==> src/rtl/rx_decimal_parser_pkg.sv <==
// Shared constants, state encoding and helpers for the UART receive-side decimal command parser.
package rx_decimal_parser_pkg;

    localparam logic [7:0] ASCII_LF    = 8'd10;
    localparam logic [7:0] ASCII_CR    = 8'd13;
    localparam logic [7:0] ASCII_SPACE = 8'd32;
    localparam logic [7:0] ASCII_MINUS = 8'd45;
    localparam logic [7:0] ASCII_ZERO  = 8'd48;
    localparam logic [7:0] ASCII_NINE  = 8'd57;

    localparam int LIM_POS = 127;
    localparam int LIM_NEG = 128;
    localparam int ACC_W   = 10;

    typedef enum logic [1:0] {
        FIELD_A  = 2'd0,
        FIELD_B  = 2'd1,
        FIELD_OP = 2'd2,
        HOLD     = 2'd3
    } state_t;

    function automatic logic is_digit_char(input logic [7:0] c);
        return (c >= ASCII_ZERO) && (c <= ASCII_NINE);
    endfunction

endpackage

==> src/rtl/rx_decimal_parser_if.sv <==
// Byte-in / command-out bundle between the UART receiver, the parser and the transmit-side handshake.
interface rx_decimal_parser_if #(
    parameter int DBIT = 8,
    parameter int OPW  = 6
);
    logic                   rx_done_tick;
    logic [DBIT-1:0]        dout;
    logic                   rd;
    logic signed [DBIT-1:0] a;
    logic signed [DBIT-1:0] b;
    logic [OPW-1:0]         op;
    logic                   done;
    logic                   err;

    modport master (output rx_done_tick, dout, rd, input a, b, op, done, err);
    modport slave  (input rx_done_tick, dout, rd, output a, b, op, done, err);
endinterface

==> src/rtl/rx_decimal_parser_dec_accum.sv <==
// Decimal field accumulator: digit/sign collection with per-digit magnitude and length limits.
module rx_decimal_parser_dec_accum
    import rx_decimal_parser_pkg::*;
#(
    parameter int DBIT = 8,
    parameter int OPW  = 6
) (
    input  logic            clk,
    input  logic            reset,
    input  logic            strobe,
    input  logic [DBIT-1:0] data,
    input  logic            clear,
    input  logic            signed_mode,
    output logic [DBIT-1:0] value_ab,
    output logic [OPW-1:0]  value_op,
    output logic            error,
    output logic            empty
);

    localparam int XW = ACC_W + 4;

    logic [ACC_W-1:0] acc;
    logic             sign;
    logic [1:0]       count;

    logic [XW-1:0]    acc_next;
    logic [XW-1:0]    limit;
    logic [1:0]       max_count;
    logic             is_digit;
    logic             is_minus;
    logic             digit_err;
    logic             minus_err;
    logic [DBIT-1:0]  mag;

    // Limits are judged on the post-update value; the wide temporary keeps 128*10+9 from wrapping.
    always_comb begin
        is_digit  = is_digit_char(data);
        is_minus  = (data == ASCII_MINUS);
        acc_next  = XW'(acc) * XW'(10) + XW'(data[3:0]);
        limit     = signed_mode ? (sign ? XW'(LIM_NEG) : XW'(LIM_POS)) : XW'((1 << OPW) - 1);
        max_count = signed_mode ? 2'd3 : 2'd2;
        digit_err = (acc_next > limit) || (count == max_count);
        minus_err = !signed_mode || (count != 2'd0) || sign;
        error     = strobe && ((is_digit && digit_err) || (is_minus && minus_err));
        empty     = (count == 2'd0);
        mag       = acc[DBIT-1:0];
        value_ab  = sign ? -mag : mag;
        value_op  = acc[OPW-1:0];
    end

    always_ff @(posedge clk or posedge reset) begin
        if (reset) begin
            acc   <= '0;
            sign  <= 1'b0;
            count <= 2'd0;
        end else if (clear) begin
            acc   <= '0;
            sign  <= 1'b0;
            count <= 2'd0;
        end else if (strobe && !error) begin
            if (is_digit) begin
                acc   <= acc_next[ACC_W-1:0];
                count <= count + 2'd1;
            end else if (is_minus) begin
                sign <= 1'b1;
            end
        end
    end

endmodule

==> src/rtl/rx_decimal_parser.sv <==
// Sequences the A/B/OP decimal fields, registers the ALU operands and holds them until rd.
module rx_decimal_parser
    import rx_decimal_parser_pkg::*;
#(
    parameter int DBIT = 8,
    parameter int OPW  = 6
) (
    input logic               clk,
    input logic               reset,
    rx_decimal_parser_if.slave bus
);

    state_t          state;
    state_t          state_next;
    logic [DBIT-1:0] a_q;
    logic [DBIT-1:0] b_q;
    logic [OPW-1:0]  op_q;
    logic            err_q;

    logic            acc_strobe;
    logic            acc_clear;
    logic            signed_mode;
    logic [DBIT-1:0] acc_value_ab;
    logic [OPW-1:0]  acc_value_op;
    logic            acc_err;
    logic            acc_empty;
    logic            err_now;
    logic            load_a;
    logic            load_b;
    logic            load_op;

    rx_decimal_parser_dec_accum #(
        .DBIT (DBIT),
        .OPW  (OPW)
    ) u_accum (
        .clk         (clk),
        .reset       (reset),
        .strobe      (acc_strobe),
        .data        (bus.dout),
        .clear       (acc_clear),
        .signed_mode (signed_mode),
        .value_ab    (acc_value_ab),
        .value_op    (acc_value_op),
        .error       (acc_err),
        .empty       (acc_empty)
    );

    // In HOLD every byte is dropped; rd alone decides when parsing resumes, even alongside a strobe.
    always_comb begin
        state_next  = state;
        acc_clear   = 1'b0;
        err_now     = 1'b0;
        load_a      = 1'b0;
        load_b      = 1'b0;
        load_op     = 1'b0;
        acc_strobe  = bus.rx_done_tick && (state != HOLD);
        signed_mode = (state != FIELD_OP);
        case (state)
            HOLD: begin
                if (bus.rd) state_next = FIELD_A;
            end
            default: begin
                if (bus.rx_done_tick) begin
                    if (is_digit_char(bus.dout) || bus.dout == ASCII_MINUS) begin
                        err_now = acc_err;
                    end else if (bus.dout == ASCII_CR) begin
                        if (acc_empty) begin
                            err_now = 1'b1;
                        end else begin
                            acc_clear = 1'b1;
                            case (state)
                                FIELD_A: begin load_a  = 1'b1; state_next = FIELD_B;  end
                                FIELD_B: begin load_b  = 1'b1; state_next = FIELD_OP; end
                                default: begin load_op = 1'b1; state_next = HOLD;     end
                            endcase
                        end
                    end else if (bus.dout != ASCII_LF && bus.dout != ASCII_SPACE) begin
                        err_now = 1'b1;
                    end
                    if (err_now) begin
                        acc_clear  = 1'b1;
                        state_next = FIELD_A;
                    end
                end
            end
        endcase
    end

    always_ff @(posedge clk or posedge reset) begin
        if (reset) begin
            state <= FIELD_A;
            a_q   <= '0;
            b_q   <= '0;
            op_q  <= '0;
            err_q <= 1'b0;
        end else begin
            state <= state_next;
            err_q <= err_now;
            if (load_a)  a_q  <= acc_value_ab;
            if (load_b)  b_q  <= acc_value_ab;
            if (load_op) op_q <= acc_value_op;
        end
    end

    assign bus.a    = a_q;
    assign bus.b    = b_q;
    assign bus.op   = op_q;
    assign bus.err  = err_q;
    assign bus.done = (state == HOLD);

endmodule
==> src/flat_wrapper.sv <==
// flat-port wrapper written by rule: the top's interface ports become plain ports
module rx_decimal_parser_flat import rx_decimal_parser_pkg::*;
#(
    parameter int DBIT = 8,
    parameter int OPW  = 6
)
  (clk, reset, bus_rx_done_tick, bus_dout, bus_rd, bus_a, bus_b, bus_op, bus_done, bus_err);
  rx_decimal_parser_if #(.DBIT(DBIT), .OPW(OPW)) bus_i ();
  input logic clk;
  input logic reset;
  input wire logic [$bits(bus_i.rx_done_tick)-1:0] bus_rx_done_tick;
  input wire logic [$bits(bus_i.dout)-1:0] bus_dout;
  input wire logic [$bits(bus_i.rd)-1:0] bus_rd;
  output wire logic [$bits(bus_i.a)-1:0] bus_a;
  output wire logic [$bits(bus_i.b)-1:0] bus_b;
  output wire logic [$bits(bus_i.op)-1:0] bus_op;
  output wire logic [$bits(bus_i.done)-1:0] bus_done;
  output wire logic [$bits(bus_i.err)-1:0] bus_err;
  assign bus_i.rx_done_tick = bus_rx_done_tick;
  assign bus_i.dout = bus_dout;
  assign bus_i.rd = bus_rd;
  assign bus_a = bus_i.a;
  assign bus_b = bus_i.b;
  assign bus_op = bus_i.op;
  assign bus_done = bus_i.done;
  assign bus_err = bus_i.err;
  rx_decimal_parser #(.DBIT(DBIT), .OPW(OPW)) u_core (.clk(clk), .reset(reset), .bus(bus_i));
endmodule
==> config.mk <==
export PLATFORM = sky130hd
export DESIGN_NAME = rx_decimal_parser_flat
export DESIGN_NICKNAME = d
export VERILOG_FILES = /design/src/rtl/rx_decimal_parser_pkg.sv /design/src/rtl/rx_decimal_parser_if.sv /design/src/rtl/rx_decimal_parser_dec_accum.sv /design/src/rtl/rx_decimal_parser.sv /design/src/flat_wrapper.sv
export SDC_FILE = /design/constraint.sdc
export NUM_CORES = 1
export LEC_CHECK = 0
export BUFFER_PORTS_ARGS = -buffer_cell sky130_fd_sc_hd__buf_2
export CAP_MARGIN = 30
export CORE_UTILIZATION = 35
export DETAILED_ROUTE_END_ITERATION = 10
export GPL_TIMING_DRIVEN = 0
export SLEW_MARGIN = 15
export SYNTH_ARGS = -nofsm -noshare
export SYNTH_HDL_FRONTEND = slang
export SYNTH_SLANG_ARGS = --single-unit
==> constraint.sdc <==
create_clock -name clk -period 10.6 [get_ports clk]
set_clock_uncertainty 0.15 [all_clocks]
set_input_delay 1.59 -clock clk [delete_from_list [all_inputs] [get_ports clk]]
set_output_delay 1.59 -clock clk [all_outputs]
set_load 0.01 [all_outputs]
# --- Word level (Yosys, flattened, before mapping) ---
# Cells that the tools add are included.
op_classes:
  n_addsub: 3
  n_reduce_logical: 26
  eq_ne: 13
  n_mux: 54
  order_cmp: 3
  multipliers: 1
op_table:
  columns: ["op", "n"]
  rows:
  - ["$mux 1", 37]
  - ["$mux 10", 3]
  - ["$mux 8", 3]
  - ["$mux 2", 10]
  - ["$add 14x4->14", 1]
  - ["$gt 14x8->1", 1]
  - ["$mul 10x3->13 const B", 1]
  - ["$reduce_bool 2->1", 5]
  - ["$eq 8x4->1 const B", 1]
  - ["$eq 8x6->1 const B", 1]
  - ["$ge 8x6->1 const B", 1]
  - ["$le 8x6->1 const B", 1]
  - ["$ne 8x4->1 const B", 1]
  - ["$ne 8x6->1 const B", 1]
  - ["$neg 8->8", 1]
  - ["$logic_and 1x1->1", 7]
  - ["$ne 2x2->1 const B", 3]
  - ["$ne 3x3->1 const B", 2]
  - ["$logic_or 1x1->1", 5]
  - ["$reduce_and 5->1", 1]
  - ["$logic_not 2->1", 2]
  - ["$pmux 2 s2", 1]
  - ["$reduce_and 3->1", 1]
  - ["$reduce_bool 3->1", 1]
  - ["8 further kinds", 9]
word_totals:
  ff_bits: 38
  output_inout_bits: 24
  input_bits: 12
  word_cells: 108

# --- Longest topological paths before layout ---
# Gate-level depths: netlist of run 1.
depth:
  word_depth: 15
  depth_mapped: 17
  mapped_depth_nobuf: 16

# --- Modules after synthesis ---
# From an unflattened synthesis of run 1, not the netlist that was laid out.
unflattened:
  hier_cells: 279
  area_unflattened_um2: 2909.0
by_module_without_submodules:
  columns: ["module", "seq_area_each_um2", "cells_each", "instances", "area_per_inst_um2"]
  rows:
  - ["rx_decimal_parser_dec_accum", 325.3, 198, 1, 1779.2]
  - ["rx_decimal_parser", 625.6, 81, 1, 1129.8]

# --- Worst setup path after synthesis of run 1 ---
# Ideal clock, no wire load.
synth_timing:
  path_kind: "input -> register"
  start: "input bus_dout[1]"
  end: "register u_core.u_accum.acc[6]"
  n_path_buf: 1
  stages: 16
  setup_ns: 0.080
  required_time_ns: 10.370
  slack_ns: 5.797
  t_arrival_ns: 4.573
  cell_sequence: "ha_1 > fa_1 > a21o_1 > nand2_1 > nor3_1 > xnor2_1 > ha_1 > a211o_1 > a21oi_1 > o21ai_0 > o21a_1 > nor4b_4 > nand4_1 > and3_4 > buf_6 > nor3_2"
synth_between:
  elab_chain_cells: 14
  elab_cells_between_ends: 34
  classes_between: "1 x add/sub; 3 x order compare; 4 x eq/ne; 13 x mux; 13 x reduce/logical"
synth_rtl:
  columns: ["element", "line_no", "rtl"]
  rows:
  - ["start, declared", "flat_wrapper.sv:12", "input wire logic [$bits(bus_i.dout)-1:0] bus_dout;"]
  - ["$add 14x4->14", "rx_decimal_parser_dec_accum.sv:39", "acc_next = XW'(acc) * XW'(10) + XW'(data[3:0]);"]
  - ["$gt 14x8->1", "rx_decimal_parser_dec_accum.sv:42", "digit_err = (acc_next > limit) || (count == max_count);"]
  - ["$logic_or 1x1->1", "rx_decimal_parser_dec_accum.sv:42", null]
  - ["$logic_and 1x1->1", "rx_decimal_parser_dec_accum.sv:44", "error = strobe && ((is_digit && digit_err) || (is_minus && minus_err));"]
  - ["$logic_or 1x1->1", "rx_decimal_parser_dec_accum.sv:44", null]
  - ["$logic_and 1x1->1", "rx_decimal_parser_dec_accum.sv:44", null]
  - ["$mux 1", "rx_decimal_parser.sv:64", "if (is_digit_char(bus.dout) || bus.dout == ASCII_MINUS) begin"]
  - ["$mux 1", "rx_decimal_parser.sv:63", "if (bus.rx_done_tick) begin"]
  - ["$mux 1", "rx_decimal_parser.sv:58", "case (state)"]
  - ["$mux 1", "rx_decimal_parser.sv:80", "if (err_now) begin"]
  - ["$mux 1", "rx_decimal_parser.sv:63", null]
  - ["$mux 1", "rx_decimal_parser.sv:58", null]
  - ["$reduce_bool 2->1 (no line)", null, null]
  - ["$reduce_and 2->1 (no line)", null, null]
  - ["end signal, assigned", "rx_decimal_parser_dec_accum.sv:62", "acc <= acc_next[ACC_W-1:0];"]
  - ["end, declared", "rx_decimal_parser_dec_accum.sv:22", "logic [ACC_W-1:0] acc;"]
# Several ways; a longest one is shown, not always the timed one. The select of a mux whose other input is x is not followed.
# A chain may end at the register's enable or synchronous reset.

# --- Worst setup path in the final report of run 1 ---
# Same ends and word-level chain as after synthesis.

==> results of run 1 <==
==> report_power, final <==
part           total, mW  leakage, nW  switching (mW)  internal, mW
registers          0.147        0.528        0.000940         0.146
clock network      0.119       0.0579          0.0502        0.0692
logic             0.0227         1.03          0.0145       0.00825
total              0.289         1.62          0.0657         0.223
==> placed cells by master (no fill, tap or decap), drive strengths merged, types with 2 or more instances in the layout <==
cell,count
nand2,30
a32oi,3
xnor2,7
nor2b,4
nand2b,3
a21oi,28
nand3,10
xor2,9
nor2,19
and3,3
fa,2
o21a,7
o21ai,23
nand4,5
a21o,3
nor3,13
a211o,2
o211a,3
and2,4
dfrtp,38
mux2i,2
o31ai,2
a221oi,2
ha,29
mux2,7
clkinv,2
inv,17
buf,39
or3,2
clkbuf,9
==> Yosys cell counts (2+ instances only) <==
master | number | share of area [%]
dfrtp_1 | 38 | 35
mux2i_1 | 2 | 0.74
a32oi_1 | 3 | 0.98
o21ai_0 | 23 | 4.3
nand3_1 | 10 | 1.9
clkbuf_1 | 4 | 0.56
o21a_1 | 7 | 2.0
nor2_1 | 19 | 2.7
a21oi_1 | 28 | 5.2
mux2_2 | 7 | 2.9
nand4_1 | 5 | 1.2
a21o_1 | 3 | 0.84
xor2_1 | 9 | 2.9
xnor2_1 | 7 | 2.3
a221oi_1 | 2 | 0.65
o211a_1 | 3 | 1.1
nand2b_1 | 3 | 0.70
or3_1 | 2 | 0.47
buf_2 | 3 | 0.56
a211o_1 | 2 | 0.65
nand2_1 | 30 | 4.2
and3_1 | 2 | 0.47
nor3_2 | 2 | 0.74
nor3_1 | 11 | 2.0
nor2b_1 | 4 | 0.93
inv_1 | 17 | 2.4
and2_1 | 4 | 0.93
o31ai_1 | 2 | 0.56
fa_1 | 2 | 1.5
ha_1 | 29 | 13
==> metrics by stage <==
step,setup WS (ns),std cells
3_3_place_gp,5.15,431
2_1_floorplan,5.80,297
5_1_grt,5.24,439
3_5_place_dp,5.13,431
4_1_cts,5.42,439
6_report,5.44,439
==> flip-flops by register name, indices dropped and copies added (netlist names) <==
name                  cells
u_core.state              2
u_core.bus.b              8
u_core.u_accum.acc       10
u_core.bus.a              8
u_core.bus.err            1
u_core.u_accum.sign       1
u_core.u_accum.count      2
u_core.bus.op             6
==> final timing paths <==
path                                                    from                                 to  slack, ns  cells after the start
setup / recovery                                 bus_dout[1]  u_core.u_accum.acc[6]$_DFFE_PP0P_       5.44                     17
hold / removal                   u_core.bus.b[5]$_DFFE_PP0P_        u_core.bus.b[5]$_DFFE_PP0P_       0.33                      2
setup reg to reg           u_core.u_accum.acc[3]$_DFFE_PP0P_  u_core.u_accum.acc[6]$_DFFE_PP0P_       5.91                     17
hold reg to reg                  u_core.bus.b[5]$_DFFE_PP0P_        u_core.bus.b[5]$_DFFE_PP0P_       0.33                      2
max in group asynchronous                              reset  u_core.u_accum.acc[9]$_DFFE_PP0P_       8.54                      2
min in group asynchronous                              reset        u_core.bus.b[7]$_DFFE_PP0P_       1.28                      2
==> layer usage <==
metal / vias to the layer above / part of all wire, % / global-route usage [%]
li1: 1152 / - / -
met1: 1056 / 48 / 21.5
met2: 44 / 47 / 28.4
met3: 6 / 3.8 / 3.02
met4: 0 / 1.1 / 4.91
met5: - / 0 / 0
==> logic make-up after synthesis <==
group	share of synthesized area (%)
simple gates	18.6
compound gates	18.3
flops	35.4
fa+ha+maj	15.0
buf+inv	3.91
xor+xnor	5.21
mux	3.68
==> worst max-delay path, delay by kind of cell <==
| kind | cells | cell delay [ns] |
|---|---|---|
| compound gates | 5 | 0.90 |
| xor+xnor | 1 | 0.29 |
| fa+ha+maj | 3 | 0.95 |
| buf+inv | 2 | 0.28 |
| simple gates | 6 | 1.22 |
==> cell type report <==
class | instances | share of cell area [%]
multi-input combinational | 234 | 52.7
sequential | 38 | 30.7
timing repair buffer | 35 | 5.66
tap | 99 | 4.00
clock buffer | 5 | 2.22
inverter | 17 | 2.06
buffer | 8 | 1.33
clock inverter | 3 | 1.29
==> flow_summary.ini, run 1 <==
[run_status]
outcome = complete, no violations

[worst_setup_path]
critPathSlowestCell = fa_1
cpPeakStageDelay_ns = 0.40
cp_max_fo = 10
start_kind = input pin
cp_common_cell = ha_1
worstPathRequired_ns = 10.66
crit_path_end_kind = flip-flop
path_class = in2reg
cp.arrival_ns = 5.22
path_cells = buf_2, ha_1, fa_1, a21o_1, nand2_1, nor3_1, xnor2_1, ha_1, a211o_1, a21oi_1, o21ai_0, o21a_1, nor4b_4, nand4_1, and3_4, buf_6, nor3_2

[route]
firstDrtPassIters = 4
viasPerCell = 5.14
drt-total-wl_mm = 5.93
drc = 0
via_count = 2258
drt-wirelength-per-cell_microns = 13.5
drt_iter0_markers = 132
postRouteAntennaNets = 0

[placed_design]
gp_congestion = 0.825
hpwl_mm = 4.73
port-buffer-count = 35
placed_area_sq_um = 2990

[timing]
rsz0062_at_grt = false
setup_violations = 0
min_period_ns = 5.16
fin_hold_ws_ns = 0.327
maxSlewViolCount = 0
max_freq_mhz = 194
relSlewSlack_pct = 49.7
tightest_slew_ns = 0.754
period_share_pct = 48.7
finalHoldViolCount = 0
setup_tns_ns = 0

[power_and_ir_drop]
power_leakage_nw = 1.62
irDropWorstVdd_v = 0.0000415
power_density_nw_per_um2 = 93.3
power.total_uw = 289

[final_layout]
final_area_sq_um = 3100
drive_above_1_share_pct = 17.4
layout.nets = 382
antennaDiodeCount = 0
register_area_sq_um = 951
utilization_pct = 42.2
area_growth_pct = 15.2
multi_input_area_sq_um = 1630
n_fill_cell = 734

[global_routing]
grt_pass1_wl_mm = 10.1
grt_usage_pct = 16.6
grt_remaining_overflow = 0
antenna_found_initial = 0
first_global_vias = 2168
grt_max_degree = 39

[synthesis]
ys_warn_count = 0
netlist_instances = 297
synth_edf_count = 0
synth.distinct_cells = 44
synth_seq_area_share_pct = 35.4
ys_ff_latch = 38
syn_nets = 340
synthesis.area_sq_um = 2690
ys.flop_type = dfrtp_1
avgSynthCellArea_sq_um = 9.05
async_flop_share_pct = 100

[clock_network]
clock-root-buffer = clkbuf_8
h-tree-depth = 2
clk_pin_slew_ns = 0.07
cts_resized = 0
clk_path_buf_depth = 2
clock_latency_ns = 0.29
numCtsBuffers = 5
cts_tree = yes
post_cts_buffers = 0
cts_sinks = 38
ctsHoldBuffers = 0

[floorplan]
die_x_microns = 89.7
num_rows = 31
ioPinCount = 36
dieHeight_microns = 89.7
dieArea_sq_um = 8040
start_util_pct = 36.7
core_area_sq_um = 7330

[min_path]
hp-class = reg2reg

[run]
cap_violations = 0
Power figures use the tool's default switching activity.
==> run 2, diff against run 1 <==
Settings changed: ABC_AREA from default to 1.
Clock period 10.6 ns to 4.4 ns, I/O delays scaled along.
==> run 2 against run 1 <==
Against the previous run:
- hold slack got worse by 0.23 ns
- wire length increased by 12%
- final cell count increased by 29%
- sequential power increased by 140%
- highest routed layer unchanged
==> flow_summary.ini, run 2 <==
[run_status]
outcome = complete, no violations

[power_and_ir_drop]
power_density_nw_per_um2 = 187
power_leakage_nw = 1.88
irDropWorstVdd_v = 0.0000901
power.total_uw = 652

[synthesis]
ys.flop_type = dfrtp_1
synthTopCellsByArea = dfrtp_1 31%, nand2_1 14%, ha_1 12%
synthesis.area_sq_um = 3030
async_flop_share_pct = 100
synth.distinct_cells = 31
synth.most_common_cell = nand2_1
synth_edf_count = 0
yosys.area.top_type = dfrtp_1
ys_warn_count = 0
avgSynthCellArea_sq_um = 7.32
synthDominantCellAreaShare_pct = 31.4
synth_common_cells = 113 x nand2_1, 59 x inv_1, 38 x dfrtp_1, 38 x nand3_1
ys_ff_latch = 38
syn_nets = 457
netlist_instances = 414
synth_seq_area_share_pct = 31.4

[placed_design]
port-buffer-count = 35
gp_congestion = 0.785
hpwl_mm = 5.47

[global_routing]
grt_usage_pct = 16.0
grt_pass1_wl_mm = 11.4
grtUsageMet1_pct = 21.4
grt_busiest_layer = met2
first_global_vias = 2520
antenna_found_initial = 0
grt_use_met3_pct = 2.47
grt_remaining_overflow = 0
grt_max_degree = 34
use_met2_pct = 27.0

[timing]
relSlewSlack_pct = 68.6
period_share_pct = 92.2
rsz0062_at_grt = false
max_freq_mhz = 246
finalHoldViolCount = 0
min_period_ns = 4.06
tightest_slew_ns = 0.469
setup_violations = 0
maxSlewViolCount = 0
setup_tns_ns = 0

[final_layout]
drive_above_1_share_pct = 20.8
antennaDiodeCount = 0
layout_commonest_cell = nand2_1
layout_common_cells = 113 x nand2_1, 58 x inv_1, 38 x nand3_1
top_register = u_core.u_accum.acc
area_growth_pct = 15.0
largest_reg_flops = 10
layout.nets = 504

[clock_network]
clock-root-buffer = clkbuf_8
h-tree-depth = 2
cts_sinks = 38
clk_pin_slew_ns = 0.08
clk_path_buf_depth = 2
numCtsBuffers = 5
clock_latency_ns = 0.29
cts_tree = yes

[worst_setup_path]
start_kind = flip-flop
path_cells = ha_1, ha_1, inv_1, fa_1, inv_1, nand3_1, nor2_1, nand2_1, nand2_1, inv_1, ha_1, nand2_1, inv_1, nand4_1, a21oi_2, nand3_1, nor2_2, nand2_2, nand2_4, nand2_4, o21bai_4, nand2_4, buf_6, a21oi_2
reg2reg_depth = 24
cp.arrival_ns = 4.13
r2r_end = u_core.u_accum.acc[6]$_DFFE_PP0P_
reg2reg_slack_ns = 0.34
critPathSlowestCell = fa_1
crit_path_end_kind = flip-flop
worstPathRequired_ns = 4.47
cp_common_cell = inv_1
cp-startpoint = u_core.u_accum.acc[1]$_DFFE_PP0P_
cp_max_fo = 10
cpPeakStageDelay_ns = 0.47
timing.rr.start = u_core.u_accum.acc[1]$_DFFE_PP0P_
path_class = reg2reg

[floorplan]
dieArea_sq_um = 9040
core_area_sq_um = 8300
die_x_microns = 95.1
start_util_pct = 36.5
ioPinCount = 36
dieHeight_microns = 95.1
num_rows = 33

[route]
drt_iter0_markers = 133
postRouteAntennaNets = 0
viasPerCell = 4.76
via_count = 2699
firstDrtPassIters = 4
drc = 0
drt-wirelength-per-cell_microns = 11.7
drt-total-wl_mm = 6.66

[min_path]
hp-class = in2async

[run]
cap_violations = 0
## run 2: cell count changes after synthesis, sizes merged, moves of 5 or more
cell   change
inv       +45
o21ai      +6
a21oi      -9
xnor2      -7
mux2       -5
nor3       -8
nand2     +95
nor2      +14
o21a       -7
nand3     +31
## run 2: worst max-delay path by stage
stage | endpoint | cells after the start | slack [ns]
finish | u_core.u_accum.acc[6]$_DFFE_PP0P_ | 24 | 0.34
detailed placement | u_core.u_accum.acc[7]$_DFFE_PP0P_ | 24 | 0.18
global placement | u_core.u_accum.sign$_DFFE_PP0P_ | 24 | 0.23
CTS | u_core.u_accum.acc[7]$_DFFE_PP0P_ | 24 | 0.16
global route | u_core.u_accum.acc[6]$_DFFE_PP0P_ | 24 | 0.002
floorplan | u_core.u_accum.sign$_DFFE_PP0P_ | 24 | 0.74
## run 2: metrics by stage
step / hold slack (ns) / worst slack, ns / utilization [%] / std cells / area (sq um)
after global placement: 0.311 / 0.229 / 40.2 / 554 / 3340
final: 0.0963 / 0.342 / 42.0 / 567 / 3490
after detailed placement: 0.319 / 0.176 / 40.5 / 555 / 3360
after floorplan: 0.357 / 0.741 / - / 414 / 3030
after CTS: 0.0973 / 0.156 / 41.6 / 563 / 3450
after global routing: 0.0959 / 0.00180 / 42.0 / 567 / 3490
## run 2: timing repair
item,4_1_cts,5_1_grt
hold buffers,0,0
setup buffers,0,4
gates resized for setup,0,4
setup endpoints to repair,0,15
## run 2: logic make-up (layout without fill, tap and decap cells)
logic type	after synthesis	in the layout	share of synthesized area, %
flip-flops	38	38	31.4
buffers and inverters	67	115	8.58
multiplexers	2	2	0.743
AND/OR/NAND/NOR	215	215	33.0
XOR/XNOR	9	9	2.60
AO/OA/AOI/OAI	52	52	10.4
adder cells (fa/ha/maj)	31	31	13.3
## run 2: final cells by class
cell class	count	area, sq um
multi-input cells	309	1820
repair buffers	40	225
inverters	62	233
clock buffers	7	86.3
well taps	105	131
flip-flops and latches	38	955
clock inverters	1	5.00
fillers	855	4810
plain buffers	5	27.5
## run 2: metal layers
layer  vias up  part of all wire (%)
met5         -                     0
met4         0                  0.60
met3         3                   3.7
met2        51                    45
met1      1217                    50
li1       1428                     -
## run 2: critical path, delay by kind of cell, from the launching register on
| family | cells | cell delay [ns] |
|---|---|---|
| flip-flops | 1 | 0.46 |
| AND/OR/NAND/NOR | 12 | 1.10 |
| AO/OA/AOI/OAI | 3 | 0.47 |
| adder cells (fa/ha/maj) | 4 | 1.32 |
| buffers and inverters | 5 | 0.48 |
## run 2: report_power, final
| group | leakage (nW) | total (mW) | internal (mW) | switching [mW] |
|---|---|---|---|---|
| logic | 1.31 | 0.0513 | 0.0180 | 0.0332 |
| registers | 0.524 | 0.352 | 0.351 | 0.00164 |
| clock network | 0.0482 | 0.248 | 0.126 | 0.122 |
